[config.mk]
export PLATFORM = sky130hd
export DESIGN_NAME = board_reset_ctl
export DESIGN_NICKNAME = d
export VERILOG_FILES = /design/src/rtl/board_reset_ctl.sv
export SDC_FILE = /design/constraint.sdc
export NUM_CORES = 1
export LEC_CHECK = 0
export CAP_MARGIN = 20
export CORE_AREA = 4 4 56 58
export CTS_BUF_LIST = sky130_fd_sc_hd__clkbuf_8
export DETAILED_ROUTE_END_ITERATION = 8
export DIE_AREA = 0 0 60 62
export PLACE_DENSITY = 0.74
export RECOVER_POWER = 100
export SLEW_MARGIN = 20
export SYNTH_ARGS = -nofsm -noshare
export SYNTH_HDL_FRONTEND = slang
export SYNTH_SLANG_ARGS = --single-unit
[constraint.sdc]
create_clock -name clk -period 1.4 [get_ports clk]
set_input_delay 0.42 -clock clk [delete_from_list [all_inputs] [get_ports clk]]
set_output_delay 0.42 -clock clk [all_outputs]
set_load 0.1 [all_outputs]
[src/rtl/board_reset_ctl.sv]
// Board reset and button conditioner: synchronises and debounces the user button,
// and holds the core in reset until the PLL is locked and the button is released.
module board_reset_ctl #(
  parameter int BOARD_CK       = 32000000,
  parameter int DEBOUNCE_CK    = 320000,
  parameter int HOLD_CYCLES    = 16,
  parameter int BTN_ACTIVE_LOW = 1
) (
  input  logic clk,
  input  logic reset,
  input  logic btn_raw,
  input  logic pll_locked,
  output logic rst_out,
  output logic btn_level,
  output logic btn_press,
  output logic btn_release
);

  localparam int DB_W = $clog2(DEBOUNCE_CK + 1);
  localparam int HC_W = $clog2(HOLD_CYCLES + 1);
  localparam logic [DB_W-1:0] DB_LAST = DB_W'(DEBOUNCE_CK - 1);
  localparam logic [HC_W-1:0] HC_LAST = HC_W'(HOLD_CYCLES - 1);

  if (BOARD_CK < 1) begin : g_bad_board_ck
    $error("BOARD_CK must be positive");
  end
  if (DEBOUNCE_CK < 1) begin : g_bad_debounce_ck
    $error("DEBOUNCE_CK must be at least 1");
  end
  if (HOLD_CYCLES < 1) begin : g_bad_hold_cycles
    $error("HOLD_CYCLES must be at least 1");
  end

  typedef enum logic [0:0] {
    ST_HOLD = 1'b0,
    ST_RUN  = 1'b1
  } state_e;

  logic            btn_norm_s;
  logic            sync1_d, sync1_q;
  logic            sync2_q;
  logic [DB_W-1:0] db_cnt_d, db_cnt_q;
  logic            btn_level_d, btn_level_q;
  logic            btn_press_d, btn_press_q;
  logic            btn_release_d, btn_release_q;
  logic            db_fire_s;
  logic            hold_ok_s;
  logic [HC_W-1:0] hold_cnt_d, hold_cnt_q;
  state_e          state_d, state_q;
  logic            rst_out_d, rst_out_q;

  // Polarity is normalised before the synchroniser so every flop holds "pressed = 1".
  assign btn_norm_s = (BTN_ACTIVE_LOW != 0) ? ~btn_raw : btn_raw;
  assign sync1_d    = btn_norm_s;
  assign hold_ok_s  = pll_locked & ~btn_level_q;

  always_comb begin
    db_cnt_d      = db_cnt_q;
    btn_level_d   = btn_level_q;
    btn_press_d   = 1'b0;
    btn_release_d = 1'b0;
    db_fire_s     = 1'b0;
    if (sync2_q == btn_level_q) begin
      db_cnt_d = '0;
    end else if (db_cnt_q == DB_LAST) begin
      db_fire_s     = 1'b1;
      db_cnt_d      = '0;
      btn_level_d   = sync2_q;
      btn_press_d   = sync2_q;
      btn_release_d = ~sync2_q;
    end else begin
      db_cnt_d = db_cnt_q + DB_W'(1);
    end
  end

  always_ff @(posedge clk) begin
    if (reset) begin
      sync1_q       <= 1'b0;
      sync2_q       <= 1'b0;
      db_cnt_q      <= '0;
      btn_level_q   <= 1'b0;
      btn_press_q   <= 1'b0;
      btn_release_q <= 1'b0;
    end else begin
      sync1_q       <= sync1_d;
      sync2_q       <= sync1_q;
      db_cnt_q      <= db_cnt_d;
      btn_level_q   <= btn_level_d;
      btn_press_q   <= btn_press_d;
      btn_release_q <= btn_release_d;
    end
  end

  // Reset FSM: state register.
  always_ff @(posedge clk) begin
    if (reset) begin
      state_q    <= ST_HOLD;
      hold_cnt_q <= '0;
      rst_out_q  <= 1'b1;
    end else begin
      state_q    <= state_d;
      hold_cnt_q <= hold_cnt_d;
      rst_out_q  <= rst_out_d;
    end
  end

  // Reset FSM: next state. A press re-enters HOLD on the same edge btn_level rises.
  always_comb begin
    state_d    = state_q;
    hold_cnt_d = hold_cnt_q;
    case (state_q)
      ST_HOLD: begin
        if (hold_ok_s) begin
          if (hold_cnt_q == HC_LAST) begin
            state_d    = ST_RUN;
            hold_cnt_d = '0;
          end else begin
            hold_cnt_d = hold_cnt_q + HC_W'(1);
          end
        end else begin
          hold_cnt_d = '0;
        end
      end
      ST_RUN: begin
        hold_cnt_d = '0;
        if (!pll_locked || (db_fire_s && sync2_q)) begin
          state_d = ST_HOLD;
        end else begin
          state_d = ST_RUN;
        end
      end
      default: begin
        state_d    = ST_HOLD;
        hold_cnt_d = '0;
      end
    endcase
  end

  // Reset FSM: output, registered so rst_out comes from a single flop.
  always_comb begin
    if (state_d == ST_HOLD) begin
      rst_out_d = 1'b1;
    end else begin
      rst_out_d = 1'b0;
    end
  end

  assign rst_out     = rst_out_q;
  assign btn_level   = btn_level_q;
  assign btn_press   = btn_press_q;
  assign btn_release = btn_release_q;

endmodule

==> results of run 1 <==
power by group through the flow:
stage	sequential [mW]	clock, mW	combinational (mW)
6_report	0.892	0.919	0.0497
4_1_cts	0.892	0.927	0.0511
3_3_place_gp	0.909	0	0.0458
2_1_floorplan	0.909	0	0.0170
3_5_place_dp	0.910	0	0.0477
5_1_grt	0.892	0.964	0.0550
what timing repair did:
action                     4_1_cts  5_1_grt
setup endpoints to repair       26       27
resized for setup               18        9
hold endpoints to repair         0        0
pin swaps                        7        5
setup buffers                    0        1
layout by cell type (no fill, tap or decap), drive strengths merged:
master / instances
dfxtp: 31
nor2: 27
buf: 25
xnor2: 13
nor4: 9
clkbuf: 9
nand3: 6
nand4: 6
inv: 5
and3: 5
nand2: 5
nor2b: 4
xor2: 4
and4: 4
nor3: 3
nand2b: 3
ha: 3
mux2i: 2
a31oi: 2
clkdlybuf4s50: 2
and2: 2
a31o: 2
o21bai: 1
or3: 1
or4b: 1
o21ba: 1
nor3b: 1
a21oi: 1
bufinv: 1
clkinv: 1
dlygate4sd3: 1
cell type report:
| class | count | area share (%) |
|---|---|---|
| Inverter | 5 | 0.997 |
| Clock inverter | 2 | 1.86 |
| Timing Repair Buffer | 31 | 13.7 |
| Tap cell | 31 | 2.06 |
| Multi-Input combinational cell | 106 | 43.5 |
| Sequential cell | 31 | 33.5 |
| Clock buffer | 6 | 4.39 |
per-layer routing:
metal,wire length [um],vias up,GRT usage [%],part of all wire (%)
met2,1550,13,35.0,50
li1,-,576,-,-
met1,1350,538,19.7,44
met3,103,9,4.34,3.3
met4,74,0,12.3,2.4
met5,0,-,0,0
flip-flops by register name (all words and copies together) (netlist names):
register / flops
btn_press: 1
sync1_q: 1
sync2_q: 1
state_q: 1
hold_cnt_q: 5
btn_level: 1
rst_out: 1
btn_release: 1
db_cnt_q: 19
path summary, 6_finish.rpt:
path	start	endpoint	cells after the start
min	sync1_q	sync2_q	1
max	db_cnt_q[17]	db_cnt_q[3]	5
max reg2reg	db_cnt_q[17]	db_cnt_q[3]	5
min reg2reg	sync1_q	sync2_q	1
worst register-to-register path, delay by kind of cell, from the launching register on:
kind	cells	cell delay (ps)
buf+inv	1	140
flops	1	320
simple gates	3	740
compound gates	1	230
per-stage QoR:
stage          cells  hold WS, ps  worst slack, ps  area, um^2  setup TNS [ps]
2_1_floorplan    146          410            -91.9        1400            -996
3_5_place_dp     204          463             -217        1720           -4040
4_1_cts          212          473             -126        1900           -2000
6_report         212          475             -139        1880           -2090
3_3_place_gp     204          424             -185        1720           -3200
5_1_grt          212          487             -183        1880           -3590
cells by family (layout without fill, tap and decap cells):
logic type | count (synthesis) | after routing | synth area share, %
DFF | 31 | 31 | 44.9
AOI/OAI and AO/OA | 7 | 7 | 4.44
xor gates and xnor gates | 17 | 17 | 10.8
muxes | 2 | 2 | 1.45
and+or+nand+nor | 77 | 77 | 32.5
buffers and inverters | 9 | 44 | 3.17
adders and majority gates | 3 | 3 | 2.72
==> results.toml, run 1 <==
[clock_tree]
h-tree-depth = 2
clock_latency_ps = 290
hold_buffers = 0
numCtsBuffers = 5
cts_buffer_depth = 2
cts_tree = "yes"
clkTransAtPathRegs_ps = 60
ctsRootBufferMaster = "clkbuf_8"
cts_sinks = 31

[floorplanning]
die-area_mm2 = 0.00372
die_y_um = 62
core-area_mm2 = 0.00266
num_rows = 19
ios = 8
initial_utilization_pct = 51.9
die_w_um = 60

[cells_and_area]
multi_input_area_um2 = 820
finalCoreUtilization_pct = 70.7
nets = 187
fillers = 197
drive_above_1_share_pct = 34.8
antenna_cells = 0
syn_to_final_growth_pct = 36.3
register_area_um2 = 631

[place]
gp_congestion = 0.741
io_buffer_count = 7
hpwl_um = 2230

[synthesis]
synthTopCellsByCount = "31 x dfxtp_1, 26 x nor2_1, 13 x xnor2_1"
synth_most_common_cell = "dfxtp_1"
syn_inst = 146
yosys_warnings = 0
syn_area_per_cell_um2 = 9.46
synth_edf_count = 0
yosysTopAreaCellShare_pct = 44.9
ys_types = 35
async_flop_share_pct = 0
yosys-top-cells-area = "dfxtp_1 45%, xnor2_1 8.2%, nor2_1 7.1%"
synth_area_mm2 = 0.00138
yosys.area.top_type = "dfxtp_1"
synth_seq_area_share_pct = 44.9
synth_seq_cells = 31
yosys_most_used_dff = "dfxtp_1"
syn_nets = 153

[grt]
grt_pass1_wl_um = 5090
grt_max_degree = 11
grt_overflow = 0
track_usage_pct = 19.2
antenna_found_initial = 0
grt_pass1_vias = 1203

[route]
drc_errors = 0
via_per_inst = 5.36
drt-total-wl_um = 3080
drtAntennaViolNets = 0
initialDrtViolationCount = 45
wl_per_cell_um = 14.5
drtPass1Iterations = 4
vias = 1136

[sta]
drv_slew = 0
fin_crit_ps = 1540
setup_slack_ps = -139
rsz0062_at_grt = "true"
tightest_slew_ps = 315
hold_viol_final = 0
setup_viol = 18
period_share_pct = 110
fmax_mhz = 650
finalClockSkew_ps = 3.58
relSlewSlack_pct = 78.8

[critical_path]
cp_max_fo = 6
slowest_delay_ps = 540
critPathTopFamily = "simple AND/OR/NAND/NOR gates"
cp_num_buf_inv = 1
arrival_ps = 1710
r2r_setup_slack_ps = -140
cp_data_required_time_ps = 1570
cp-end-kind = "flop"
worstPathCellList = "or4b_4, nor3_4, a31o_4, buf_12, nor2_4"
criticalPathCategory = "flop to flop"
setup.worst_path.start_class = "flop"
cpMaxStageDelayCell = "or4b_4"

[pwr]
comb_power_share_pct = 2.7
switching_share_pct = 19.9
cell_internal_pwr_mw = 1.49
power_density_mw_per_mm2 = 988
switching_power_mw = 0.370
seq_power_share_pct = 48.0
power.static_leakage_nw = 0.705
p_total_mw = 1.86
vdd_drop_max_uv = 891
clkPwrFrac_pct = 49.4

[hold_path]
min-delay-path-class = "flop to flop"

[status]
status = "finished with violations"
failed_checks = "negative setup slack"

[run]
drv_cap = 0
No activity file was read; power rests on OpenSTA's default activity.
==> run 2: changes to the inputs <==
--- a/config.mk
+++ b/config.mk
@@ -6,11 +6,11 @@
 export NUM_CORES = 1
 export LEC_CHECK = 0
 export CAP_MARGIN = 20
-export CORE_AREA = 4 4 56 58
+export CORE_AREA = 4 4 68 70
 export CTS_BUF_LIST = sky130_fd_sc_hd__clkbuf_8
+export CTS_CLUSTER_SIZE = 20
 export DETAILED_ROUTE_END_ITERATION = 8
-export DIE_AREA = 0 0 60 62
-export PLACE_DENSITY = 0.74
+export DIE_AREA = 0 0 72 74
 export RECOVER_POWER = 100
 export SLEW_MARGIN = 20
 export SYNTH_ARGS = -nofsm -noshare
==> results.toml, run 2 (same netlist as run 1, synthesis figures left out) <==
[route]
met3_length_um = 129
via_per_inst = 4.89
drc_errors = 0
drtPass1Iterations = 4
wl_met1_um = 1260
drt-total-wl_um = 2920
vias = 1144
drtAntennaViolNets = 0
met2_length_um = 1490
dr.max_layer_used = "met4"
wl_per_cell_um = 12.5
initialDrtViolationCount = 34

[cells_and_area]
nets = 190
antenna_cells = 0
syn_to_final_growth_pct = 36.8
biggestRegsByFlops = "db_cnt_q: 19 flops, hold_cnt_q: 5 flops"
layout_commonest_cell = "dfxtp_1"
drive_above_1_share_pct = 34.8
largest_register_ffs = 19
final_cell_mix = "25 x dfxtp_1, 21 x nor2_1, 21 x buf_4"
regMostFlops = "db_cnt_q"

[sta]
hold_ws_ps = 441
tns_ps = -2480
drv_slew = 0
finalClockSkew_ps = 6.61
setup_viol = 23
hold_viol_final = 0
fmax_mhz = 651
rsz0062_at_grt = "true"
period_share_pct = 110
setup_slack_ps = -136
tightest_slew_ps = 350
relSlewSlack_pct = 76.4
fin_crit_ps = 1540

[hold_path]
min-delay-path-class = "flop to flop"

[critical_path]
cp_num_buf_inv = 1
worstPathCellList = "or4b_4, nor3_4, a31o_4, buf_12, nor2_1"
slowest_delay_ps = 550
criticalPathCategory = "flop to flop"
setup.worst_path.start_class = "flop"
critPathTopFamily = "simple AND/OR/NAND/NOR gates"
arrival_ps = 1700
cpMaxStageDelayCell = "or4b_4"
cp_data_required_time_ps = 1560
cp-end-kind = "flop"
cp_max_fo = 8

[run]
drv_cap = 0

[place]
hpwl_um = 2130
io_buffer_count = 7
gp_congestion = 0.798

[grt]
antenna_found_initial = 0
grt_max_degree = 10
grt_pass1_vias = 1241
grt_pass1_wl_um = 5180
track_usage_pct = 12.3
grt_overflow = 0

[clock_tree]
numCtsBuffers = 5
cts_buffer_depth = 2
h-tree-depth = 2
cts_tree = "yes"
clock_latency_ps = 280
ctsRootBufferMaster = "clkbuf_8"
clkTransAtPathRegs_ps = 60
cts_sinks = 31

[status]
status = "finished with violations"
failed_checks = "negative setup slack"

[floorplanning]
initial_utilization_pct = 34.8
die_w_um = 72
core-area_mm2 = 0.00397
die-area_mm2 = 0.00533
num_rows = 23
die_y_um = 74
ios = 8

[pwr]
power_density_mw_per_mm2 = 891
power.static_leakage_nw = 0.715
vdd_drop_max_uv = 530
==> run 2: cell types whose count changed in the layout (fill, tap and decap cells not counted), sizes merged <==
| cell | change |
|---|---|
| inv | +1 |
| buf | +1 |
| bufinv | -1 |
| clkbuf | +3 |
| clkinv | -1 |
==> run 2: metrics by stage <==
step	power, mW	cell area, um^2	util (%)	worst slack, ps	cells
4_1_cts	1.70	1900	47.9	-124	233
3_5_place_dp	0.957	1750	44.2	-205	225
6_report	1.68	1890	47.6	-136	234
3_3_place_gp	0.955	1750	44.2	-191	225
5_1_grt	1.75	1890	47.6	-191	234
2_1_floorplan	0.926	1400	-	-91.9	146
==> run 2: path summary, 6_finish.rpt <==
check | to | slack [ps] | from | cells past startpoint
max | db_cnt_q[9] | -140 | db_cnt_q[17] | 5
min | sync2_q | 440 | sync1_q | 1
max reg2reg | db_cnt_q[9] | -140 | db_cnt_q[17] | 5
min reg2reg | sync2_q | 440 | sync1_q | 1
==> run 2: final cells by class <==
cell class                 instances  area (um^2)
clock buffer                       7         96.3
clock inverter                     1         3.75
tap                               50         62.6
multi-input combinational        106          786
inverter                           5         18.8
fill                             381         2080
sequential                        31          631
timing repair buffer              34          292
==> run 2: per-layer routing <==
metal / up-vias / GRT usage [%]
met3: 4 / 3.65
met4: 0 / 5.43
met1: 536 / 13.2
met2: 24 / 22.2
li1: 580 / -
met5: - / 0
==> run 2: worst register-to-register path, delay by kind of cell, from the launching register on <==
kind | cells | cell delay (ps)
AOI/OAI and AO/OA | 1 | 230
buffers and inverters | 1 | 120
DFF | 1 | 320
and+or+nand+nor | 3 | 750
==> run 2: report_power, final <==
part | switching [mW] | internal, mW | leakage (nW)
combinational | 0.0203 | 0.0292 | 0.406
clock | 0.302 | 0.440 | 0.0557
sequential | 0.00457 | 0.887 | 0.254
==> run 2: repair_timing <==
item | in CTS | in global routing
setup endpoints to repair | 25 | 26
hold buffers | 0 | 0
endpoints found under the hold margin | 0 | 0
resized for setup | 16 | 7
buffers inserted | 0 | 2
pin swaps | 7 | 5
